$ cat src/rtl/fixed_point_dot_product_ctrl_if.sv
`default_nettype none
// ============================================================================
//  Module   : fixed_point_dot_product_ctrl_if
//  Brief    : Operand-load and start/done bus between the host and the
//             dot-product sequencer.
//  Revision : 1.0
// ============================================================================
interface fixed_point_dot_product_ctrl_if #(
    parameter int WORD_LENGTH = 6,
    parameter int DEPTH       = 8
);
    localparam int c_addr_w = $clog2(DEPTH);
    localparam int c_len_w  = $clog2(DEPTH + 1);

    logic                          wr_en;
    logic [c_addr_w-1:0]           wr_addr;
    logic signed [WORD_LENGTH-1:0] wr_a;
    logic signed [WORD_LENGTH-1:0] wr_b;
    logic [c_len_w-1:0]            len;
    logic                          start;
    logic                          busy;
    logic                          done;
    logic signed [WORD_LENGTH-1:0] result;

    modport master (
        output wr_en, wr_addr, wr_a, wr_b, len, start,
        input  busy, done, result
    );

    modport slave (
        input  wr_en, wr_addr, wr_a, wr_b, len, start,
        output busy, done, result
    );
endinterface
`default_nettype wire

$ cat src/rtl/fixed_point_dot_product_ctrl.sv
`default_nettype none
// ============================================================================
//  Module   : fixed_point_dot_product_ctrl
//  Brief    : Time-shared fixed-point MAC sequencer computing a dot product of
//             up to DEPTH operand pairs. Define MAC_SATURATE_EN to saturate
//             the accumulate add instead of wrapping.
//  Revision : 1.0
// ============================================================================
module fixed_point_dot_product_ctrl #(
    parameter int WORD_LENGTH  = 6,
    parameter int INTEGER_PART = 3,
    parameter int DEPTH        = 8
) (
    input  logic                          clk,
    input  logic                          reset,
    fixed_point_dot_product_ctrl_if.slave bus
);
    localparam int FRACTIONAL_PART = WORD_LENGTH - INTEGER_PART;
    localparam int c_addr_w        = $clog2(DEPTH);
    localparam int c_len_w         = $clog2(DEPTH + 1);
    localparam int c_prod_w        = 2 * WORD_LENGTH;

    typedef enum logic [1:0] {
        IDLE = 2'd0,
        RUN  = 2'd1,
        DONE = 2'd2
    } state_t;

    state_t                        r_state;
    logic signed [WORD_LENGTH-1:0] r_buf_a [DEPTH];
    logic signed [WORD_LENGTH-1:0] r_buf_b [DEPTH];
    logic signed [WORD_LENGTH-1:0] r_acc;
    logic signed [WORD_LENGTH-1:0] r_result;
    logic [c_len_w-1:0]            r_idx;
    logic [c_len_w-1:0]            r_len;
    logic                          r_busy;
    logic                          r_done;

    logic [c_len_w-1:0]            w_len_clamped;
    logic [c_addr_w-1:0]           w_rd_addr;
    logic signed [c_prod_w-1:0]    w_prod;
    logic signed [WORD_LENGTH-1:0] w_slice;
    logic signed [WORD_LENGTH-1:0] w_acc_next;
    logic                          w_wr_fire;
    logic                          w_unused_prod_bits;

    assign w_len_clamped = (bus.len > c_len_w'(DEPTH)) ? c_len_w'(DEPTH) : bus.len;
    assign w_rd_addr     = r_idx[c_addr_w-1:0];
    assign w_wr_fire     = bus.wr_en && (r_state == IDLE);

    // Keep the middle Word_Length bits of the full product: truncation toward
    // -inf on the fractional side, integer overflow bits discarded.
    assign w_prod  = r_buf_a[w_rd_addr] * r_buf_b[w_rd_addr];
    assign w_slice = w_prod[c_prod_w-1-INTEGER_PART -: WORD_LENGTH];
    assign w_unused_prod_bits = ^{w_prod[c_prod_w-1 -: INTEGER_PART],
                                  w_prod[FRACTIONAL_PART-1:0]};

`ifdef MAC_SATURATE_EN
    logic signed [WORD_LENGTH:0] w_sum_ext;

    assign w_sum_ext = {w_slice[WORD_LENGTH-1], w_slice} + {r_acc[WORD_LENGTH-1], r_acc};

    always_comb begin
        w_acc_next = w_sum_ext[WORD_LENGTH-1:0];
        if (w_sum_ext[WORD_LENGTH] != w_sum_ext[WORD_LENGTH-1]) begin
            w_acc_next = w_sum_ext[WORD_LENGTH] ? {1'b1, {(WORD_LENGTH-1){1'b0}}}
                                                : {1'b0, {(WORD_LENGTH-1){1'b1}}};
        end
    end
`else
    assign w_acc_next = w_slice + r_acc;
`endif

    // Writes land at the same edge a start is sampled, so a same-cycle
    // write is already visible when RUN reads the buffers.
    always_ff @(posedge clk or posedge reset) begin
        if (reset) begin
            for (int i = 0; i < DEPTH; i++) begin
                r_buf_a[i] <= '0;
                r_buf_b[i] <= '0;
            end
        end else if (w_wr_fire) begin
            r_buf_a[bus.wr_addr] <= bus.wr_a;
            r_buf_b[bus.wr_addr] <= bus.wr_b;
        end
    end

    always_ff @(posedge clk or posedge reset) begin
        if (reset) begin
            r_state  <= IDLE;
            r_acc    <= '0;
            r_idx    <= '0;
            r_len    <= '0;
            r_busy   <= 1'b0;
            r_done   <= 1'b0;
            r_result <= '0;
        end else begin
            case (r_state)
                IDLE: begin
                    r_done <= 1'b0;
                    if (bus.start) begin
                        r_len  <= w_len_clamped;
                        r_acc  <= '0;
                        r_idx  <= '0;
                        r_busy <= 1'b1;
                        if (w_len_clamped == '0) begin
                            r_state  <= DONE;
                            r_done   <= 1'b1;
                            r_result <= '0;
                        end else begin
                            r_state <= RUN;
                        end
                    end
                end
                RUN: begin
                    r_acc <= w_acc_next;
                    r_idx <= r_idx + c_len_w'(1);
                    // Result is captured from the final sum on DONE entry.
                    if (r_idx == r_len - c_len_w'(1)) begin
                        r_state  <= DONE;
                        r_done   <= 1'b1;
                        r_result <= w_acc_next;
                    end
                end
                DONE: begin
                    r_state <= IDLE;
                    r_done  <= 1'b0;
                    r_busy  <= 1'b0;
                end
                default: begin
                    r_state <= IDLE;
                    r_done  <= 1'b0;
                    r_busy  <= 1'b0;
                end
            endcase
        end
    end

    assign bus.busy   = r_busy;
    assign bus.done   = r_done;
    assign bus.result = r_result;

endmodule
`default_nettype wire
$ cat src/flat_wrapper.sv
// flat-port wrapper written by rule: the top's interface ports become plain ports
module fixed_point_dot_product_ctrl_flat 
#(
    parameter int WORD_LENGTH  = 6,
    parameter int INTEGER_PART = 3,
    parameter int DEPTH        = 8
)
  (clk, reset, bus_wr_en, bus_wr_addr, bus_wr_a, bus_wr_b, bus_len, bus_start, bus_busy, bus_done, bus_result);
  fixed_point_dot_product_ctrl_if #(.WORD_LENGTH(WORD_LENGTH), .DEPTH(DEPTH)) bus_i ();
  input  logic clk;
  input  logic reset;
  input wire logic [$bits(bus_i.wr_en)-1:0] bus_wr_en;
  input wire logic [$bits(bus_i.wr_addr)-1:0] bus_wr_addr;
  input wire logic [$bits(bus_i.wr_a)-1:0] bus_wr_a;
  input wire logic [$bits(bus_i.wr_b)-1:0] bus_wr_b;
  input wire logic [$bits(bus_i.len)-1:0] bus_len;
  input wire logic [$bits(bus_i.start)-1:0] bus_start;
  output wire logic [$bits(bus_i.busy)-1:0] bus_busy;
  output wire logic [$bits(bus_i.done)-1:0] bus_done;
  output wire logic [$bits(bus_i.result)-1:0] bus_result;
  assign bus_i.wr_en = bus_wr_en;
  assign bus_i.wr_addr = bus_wr_addr;
  assign bus_i.wr_a = bus_wr_a;
  assign bus_i.wr_b = bus_wr_b;
  assign bus_i.len = bus_len;
  assign bus_i.start = bus_start;
  assign bus_busy = bus_i.busy;
  assign bus_done = bus_i.done;
  assign bus_result = bus_i.result;
  fixed_point_dot_product_ctrl #(.WORD_LENGTH(WORD_LENGTH), .INTEGER_PART(INTEGER_PART), .DEPTH(DEPTH)) u_core (.clk(clk), .reset(reset), .bus(bus_i));
endmodule
$ cat config.mk
export PLATFORM = sky130hd
export DESIGN_NAME = fixed_point_dot_product_ctrl_flat
export DESIGN_NICKNAME = d
export VERILOG_FILES = /design/src/rtl/fixed_point_dot_product_ctrl_if.sv /design/src/rtl/fixed_point_dot_product_ctrl.sv /design/src/flat_wrapper.sv
export SDC_FILE = /design/constraint.sdc
export NUM_CORES = 1
export LEC_CHECK = 0
export CAP_MARGIN = 30
export CORE_ASPECT_RATIO = 2
export CORE_MARGIN = 3
export CORE_UTILIZATION = 48
export DETAILED_ROUTE_END_ITERATION = 7
export PLACE_DENSITY_LB_ADDON = 0.05
export SYNTH_ARGS = -nofsm -noshare
export SYNTH_HDL_FRONTEND = slang
export SYNTH_SLANG_ARGS = --single-unit
$ cat constraint.sdc
create_clock -name clk -period 10.8 [get_ports clk]
set_input_delay 1.62 -clock clk [delete_from_list [all_inputs] [get_ports clk]]
set_output_delay 1.62 -clock clk [all_outputs]
set_load 0.03 [all_outputs]
# After elaboration in Yosys (flattened, before gate mapping)
# Cells that the tools add are included.
# Widths: inputs -> output; s select.
# word_totals
regBits,120
inputBits,23
output_inout_bits,8
wordCells,78
# classes
addsub,3
multipliers,1
order_cmp,4
eq_ne,5
n_mux,29
n_bitwise,3
n_reduce_logical,10
# op_table
op,n
$bwmux 48,2
$mux 6,9
$bmux 6 s3,2
$pmux 6 s2,2
$demux 6 s3,1
$mul 6x6->9,1
$ge 4x4->1 const B,2
$mux 4,2
$not 3->4,2
$pmux 4 s2,1
$reduce_and 2->1,4
$add 6x6->6,1
$mux 2,3
$add 4x1->4 const B,1
$eq 4x4->1,1
$gt 4x4->1 const B,1
$logic_not 4->1,1
$lt 4x1->1 const B,1
$mux 1,4
$ne 2x2->1 const B,2
$pmux 1 s2,2
$pmux 2 s2,1
$reduce_and 4->1,1
$sub 4x1->4 const B,1
6 further kinds,7

# Logic depth before layout (Yosys ltp)
# depth
word_depth,8
ltp_mapped,21
mapped_depth_nobuf,18

# Worst setup path after synthesis
# No wires, ideal clock.
# synth_path
path_kind,register -> register
startpoint,reg u_core.r_idx[0]
endpoint,"reg u_core.r_result[5], in the netlist u_core.bus.result[5]"
setup_time_ns,0.092
t_arrival_ns,5.952
required_ns,10.708
path_slack_ns,4.756
path_stages_with_launch,21
path_buffers,3
period_less_slack_ns,6.044
path_cell_list,dfrtp_1 -> buf_4 -> buf_4 -> buf_2 -> mux4_2 -> mux2i_1 -> or2_2 -> inv_1 -> fa_1 -> inv_1 -> fa_1 -> inv_1 -> fa_1 -> fa_1 -> fa_1 -> ha_1 -> o21ai_0 -> o21bai_1 -> a21oi_1 -> xnor3_1 -> o31ai_2
# synth_between
elab_chain_len,8
word_cells_on_any_way,14
classes_between,1 x add/sub; 1 x mul; 2 x eq/ne; 8 x mux; 1 x bitwise; 1 x reduce/logical
# synth_lines
item,line,text
"start, declared",fixed_point_dot_product_ctrl.sv:34,logic [c_len_w-1:0] r_idx;
"start signal, assigned",fixed_point_dot_product_ctrl.sv:117,r_idx <= r_idx + c_len_w'(1);
$not 3->4 (not written as such),fixed_point_dot_product_ctrl.sv:53,assign w_prod = r_buf_a[w_rd_addr] * r_buf_b[w_rd_addr];
$bmux 6 s3,fixed_point_dot_product_ctrl.sv:53,
$mux 6 (not written as such) (2 in a row),fixed_point_dot_product_ctrl.sv:53,
$mul 6x6->9,fixed_point_dot_product_ctrl.sv:53,
$add 6x6->6,fixed_point_dot_product_ctrl.sv:71,assign w_acc_next = w_slice + r_acc;
$mux 6,fixed_point_dot_product_ctrl.sv:119,if (r_idx == r_len - c_len_w'(1)) begin
$pmux 6 s2,fixed_point_dot_product_ctrl.sv:98,case (r_state)
"end signal, assigned",fixed_point_dot_product_ctrl.sv:122,r_result <= w_acc_next;
"end, declared",fixed_point_dot_product_ctrl.sv:33,logic signed [WORD_LENGTH-1:0] r_result;
# Several ways; a longest one is shown, not always the timed one. The select of a mux whose other input is x is not followed.
# A chain may end at the register's enable or synchronous reset.

# Worst setup path in the final report
# Same ends and word-level chain as after synthesis.

==> metrics.txt <==
Die Height about 170 um; setup bufs post-CTS 0; largest net degree at the start of global routing 66; EDFF count, synth 0; post-synth top area share 0.4726; first-pass GRT wire length around 22 mm; fin crit period 6553 ps; Worst Hold Class reg -> reg; post-synthesis sequential area ratio 0.4726; Mean Syn Cell Area between 10 and 15 um2; ANT nets after route 0; Tightest Pin Transition slightly above 900 ps; worst stage delay on the critical path between 900 and 1000 ps; max_cap viols 0; die boundary width 87.36 um; hpwl dp ~9.4 mm; Initial Util 0.4975; Iter 0 DRT Violations between 150 and 200; Setup Viol. Count Final 0; layout cells sized above 1 0.3353; CTS H-Tree Depth 4; Data required, critical path 11110 ps; WS Path Type reg -> reg; hold path depth 1; Setup Skew 9.555 ps; cell family with most CP delay adder cells; CTS max path bufs 2; origin of the critical flop-to-flop path u_core.r_idx[0]$_DFFE_PP0P_; CP arrival ~7000 ps; # nets final roughly 560; via count between 3000 and 4000; unrepaired setup endpoints after global routing no; routed len/inst 20.36 um; gr usage total 0.2033; CTS sink count between 100 and 150; Area Overhead vs Synth 16.11%; Setup crit start u_core.r_idx[0]$_DFFE_PP0P_; antenna violations before repair 0; Setup TNS 0 ps; slowest stage cell on the critical path dfrtp_2; max_slew headroom 0.3861; core region area about 13000 um2; ant diodes 0; CTS tree built; Post-Syn Nets around 520; Hold Path Sink u_core.bus.done$_DFFE_PP0P_; Hold Crit Start u_core.bus.done$_DFFE_PP0P_; Worst-Skew Late Latency ~410 ps; status complete, no violations; prevailing post-synth register cell dfrtp_1; CTS Buf Count 17; Critical path buffers and inverters 3; biggest area consumer among synthesized cells dfrtp_1; Critical Path Fanout Max 27; CP startpoint kind flip-flop; Top Ports 31; vias in the first global route between 4000 and 5000; most frequent cells after synthesis 120 x dfrtp_1, 100 x mux2_2, 27 x nand2_1, 24 x mux4_2, 24 x nor2_1; PostCTS Resize Cnt 0; Post-Syn Area around 6400 um2; Site Rows 58; Yosys reg bits between 100 and 150; Die ar. ~15000 um2; drt total wl approximately 13 mm; Via density 5.702; hold_buf cts 0; Worst R2R Path Depth 17; gr ovfl total 0; CTS clock-pin slew for the worst setup and hold paths roughly 60 ps; DRC Markers 0; Synth Warn # 0; Hold Vio Cnt, Final 0; RD Place Congestion 0.7781; fin crit share 0.6068; Most Frequent Cell on Critical Path fa_1; Buffers on Ports 30; Setup crit end kind flip-flop; filler cell count between 1000 and 1500; Clk Tree Root Cell clkbuf_16; count of unique library cells instantiated by Yosys between 40 and 50; most frequent cell after synthesis dfrtp_1; Pre-antenna DRT Iters 4; Final Max Tran Viols 0; setup slack, reg-to-reg approximately 4200 ps; ys async rst share 1.000; CP cell instances mux4_2 > mux2i_1 > or2_2 > inv_1 > fa_1 > inv_1 > fa_1 > inv_1 > fa_1 > fa_1 > fa_1 > ha_1 > o21ai_0 > o21bai_1 > a21oi_1 > xnor3_1 > o31ai_2; Synth Instances approximately 460; top cells by area, synth dfrtp_1 47%, mux2_2 18%, mux4_2 8.5%; highest clock rate ~0.15 GHz; worst r2r dst u_core.bus.result[5]$_DFFE_PP0P_
==> flip-flops by register name, summed over array words and instances (netlist names) <==
signal and flops:
u_core.r_buf_a 48, u_core.r_buf_b 48, u_core.bus.result 6, u_core.r_acc 6, u_core.r_idx 4, u_core.r_len 4, u_core.r_state 2, u_core.bus.busy 1
u_core.bus.done 1
==> metrics by stage <==
step / instances / utilization / instance area, um2 / hold slack, ps / worst slack, ps
2_1_floorplan: 463 / - / 6354 / 452.4 / 4756
3_3_place_gp: 628 / 0.5313 / 6787 / 466.2 / 4275
3_5_place_dp: 628 / 0.5313 / 6787 / 474.1 / 4137
4_1_cts: 660 / 0.5776 / 7377 / 486.9 / 4133
5_1_grt: 660 / 0.5776 / 7377 / 498.7 / 3836
6_report: 660 / 0.5776 / 7377 / 486.4 / 4247
==> cell families after synthesis <==
| group | synth area share |
|---|---|
| multiplexers | 0.2822 |
| flip-flops | 0.4726 |
| AND/OR/NAND/NOR | 0.05554 |
| buffers and inverters | 0.02698 |
| adder cells (fa/ha/maj) | 0.09728 |
| AO/OA/AOI/OAI | 0.03545 |
| XOR/XNOR | 0.02993 |
==> metal layers <==
metal  track usage  part of all wire  vias to the layer above
li1              -                 -                     1717
met1        0.2358              0.39                     1967
met2        0.3581              0.56                       56
met3       0.03945             0.020                       23
met4       0.08417             0.030                        0
met5             0                 0                        -
==> worst register-to-register path: cells and delay by family, from the launching register on <==
| kind | cells | cell delay [ps] |
|---|---|---|
| XOR/XNOR | 1 | 440 |
| adder cells (fa/ha/maj) | 6 | 2900 |
| buffers and inverters | 3 | 200 |
| AND/OR/NAND/NOR | 1 | 220 |
| AO/OA/AOI/OAI | 4 | 710 |
| multiplexers | 2 | 1050 |
| flip-flops | 1 | 960 |
==> worst max path at each step <==
stage          slack [ps]  depth (start not counted)                               end
6_report             4250                         17  u_core.bus.result[5]$_DFFE_PP0P_
5_1_grt              3840                         17  u_core.bus.result[5]$_DFFE_PP0P_
4_1_cts              4130                         17  u_core.bus.result[5]$_DFFE_PP0P_
3_5_place_dp         4140                         17  u_core.bus.result[5]$_DFFE_PP0P_
3_3_place_gp         4280                         17  u_core.bus.result[5]$_DFFE_PP0P_
2_1_floorplan        4760                         20  u_core.bus.result[5]$_DFFE_PP0P_
==> area by class of cell <==
| type | count | area, um2 | share of cell area |
|---|---|---|---|
| Timing Repair Buffer | 34 | 330.3 | 0.04478 |
| Sequential cell | 120 | 3004 | 0.4072 |
| Multi-Input combinational cell | 302 | 3179 | 0.4310 |
| Clock buffer | 18 | 429.2 | 0.05818 |
| Inverter | 22 | 85.08 | 0.01153 |
| Clock inverter | 14 | 161.4 | 0.02188 |
| Tap cell | 150 | 187.7 | 0.02544 |
==> placed cells by master (no fill, tap or decap), drive strengths merged, types with 2 or more instances in the layout <==
| cell type | Yosys | layout |
|---|---|---|
| dfrtp | 120 | 120 |
| mux2 | 100 | 100 |
| clkdlybuf4s50 | 0 | 30 |
| inv | 22 | 28 |
| nand2 | 27 | 27 |
| nor2 | 24 | 24 |
| mux4 | 24 | 24 |
| fa | 19 | 19 |
| ha | 19 | 19 |
| clkbuf | 8 | 18 |
| o21ai | 15 | 15 |
| xnor2 | 11 | 11 |
| mux2i | 11 | 11 |
| a21o | 6 | 6 |
| a21oi | 6 | 6 |
| or2 | 6 | 6 |
| nand2b | 4 | 4 |
| buf | 11 | 4 |
| xor2 | 3 | 3 |
| and3 | 3 | 3 |
| xnor3 | 3 | 3 |
| nor2b | 3 | 3 |
| clkinvlp | 0 | 3 |
| clkinv | 0 | 3 |
| nand3 | 2 | 2 |
| o21bai | 2 | 2 |
| a211oi | 2 | 2 |
| bufinv | 0 | 2 |
| o31ai | 2 | 2 |
Power is left out: the tool's default activity adds up to more than one toggle a clock period on the data nets, which glitch-free logic cannot reach.
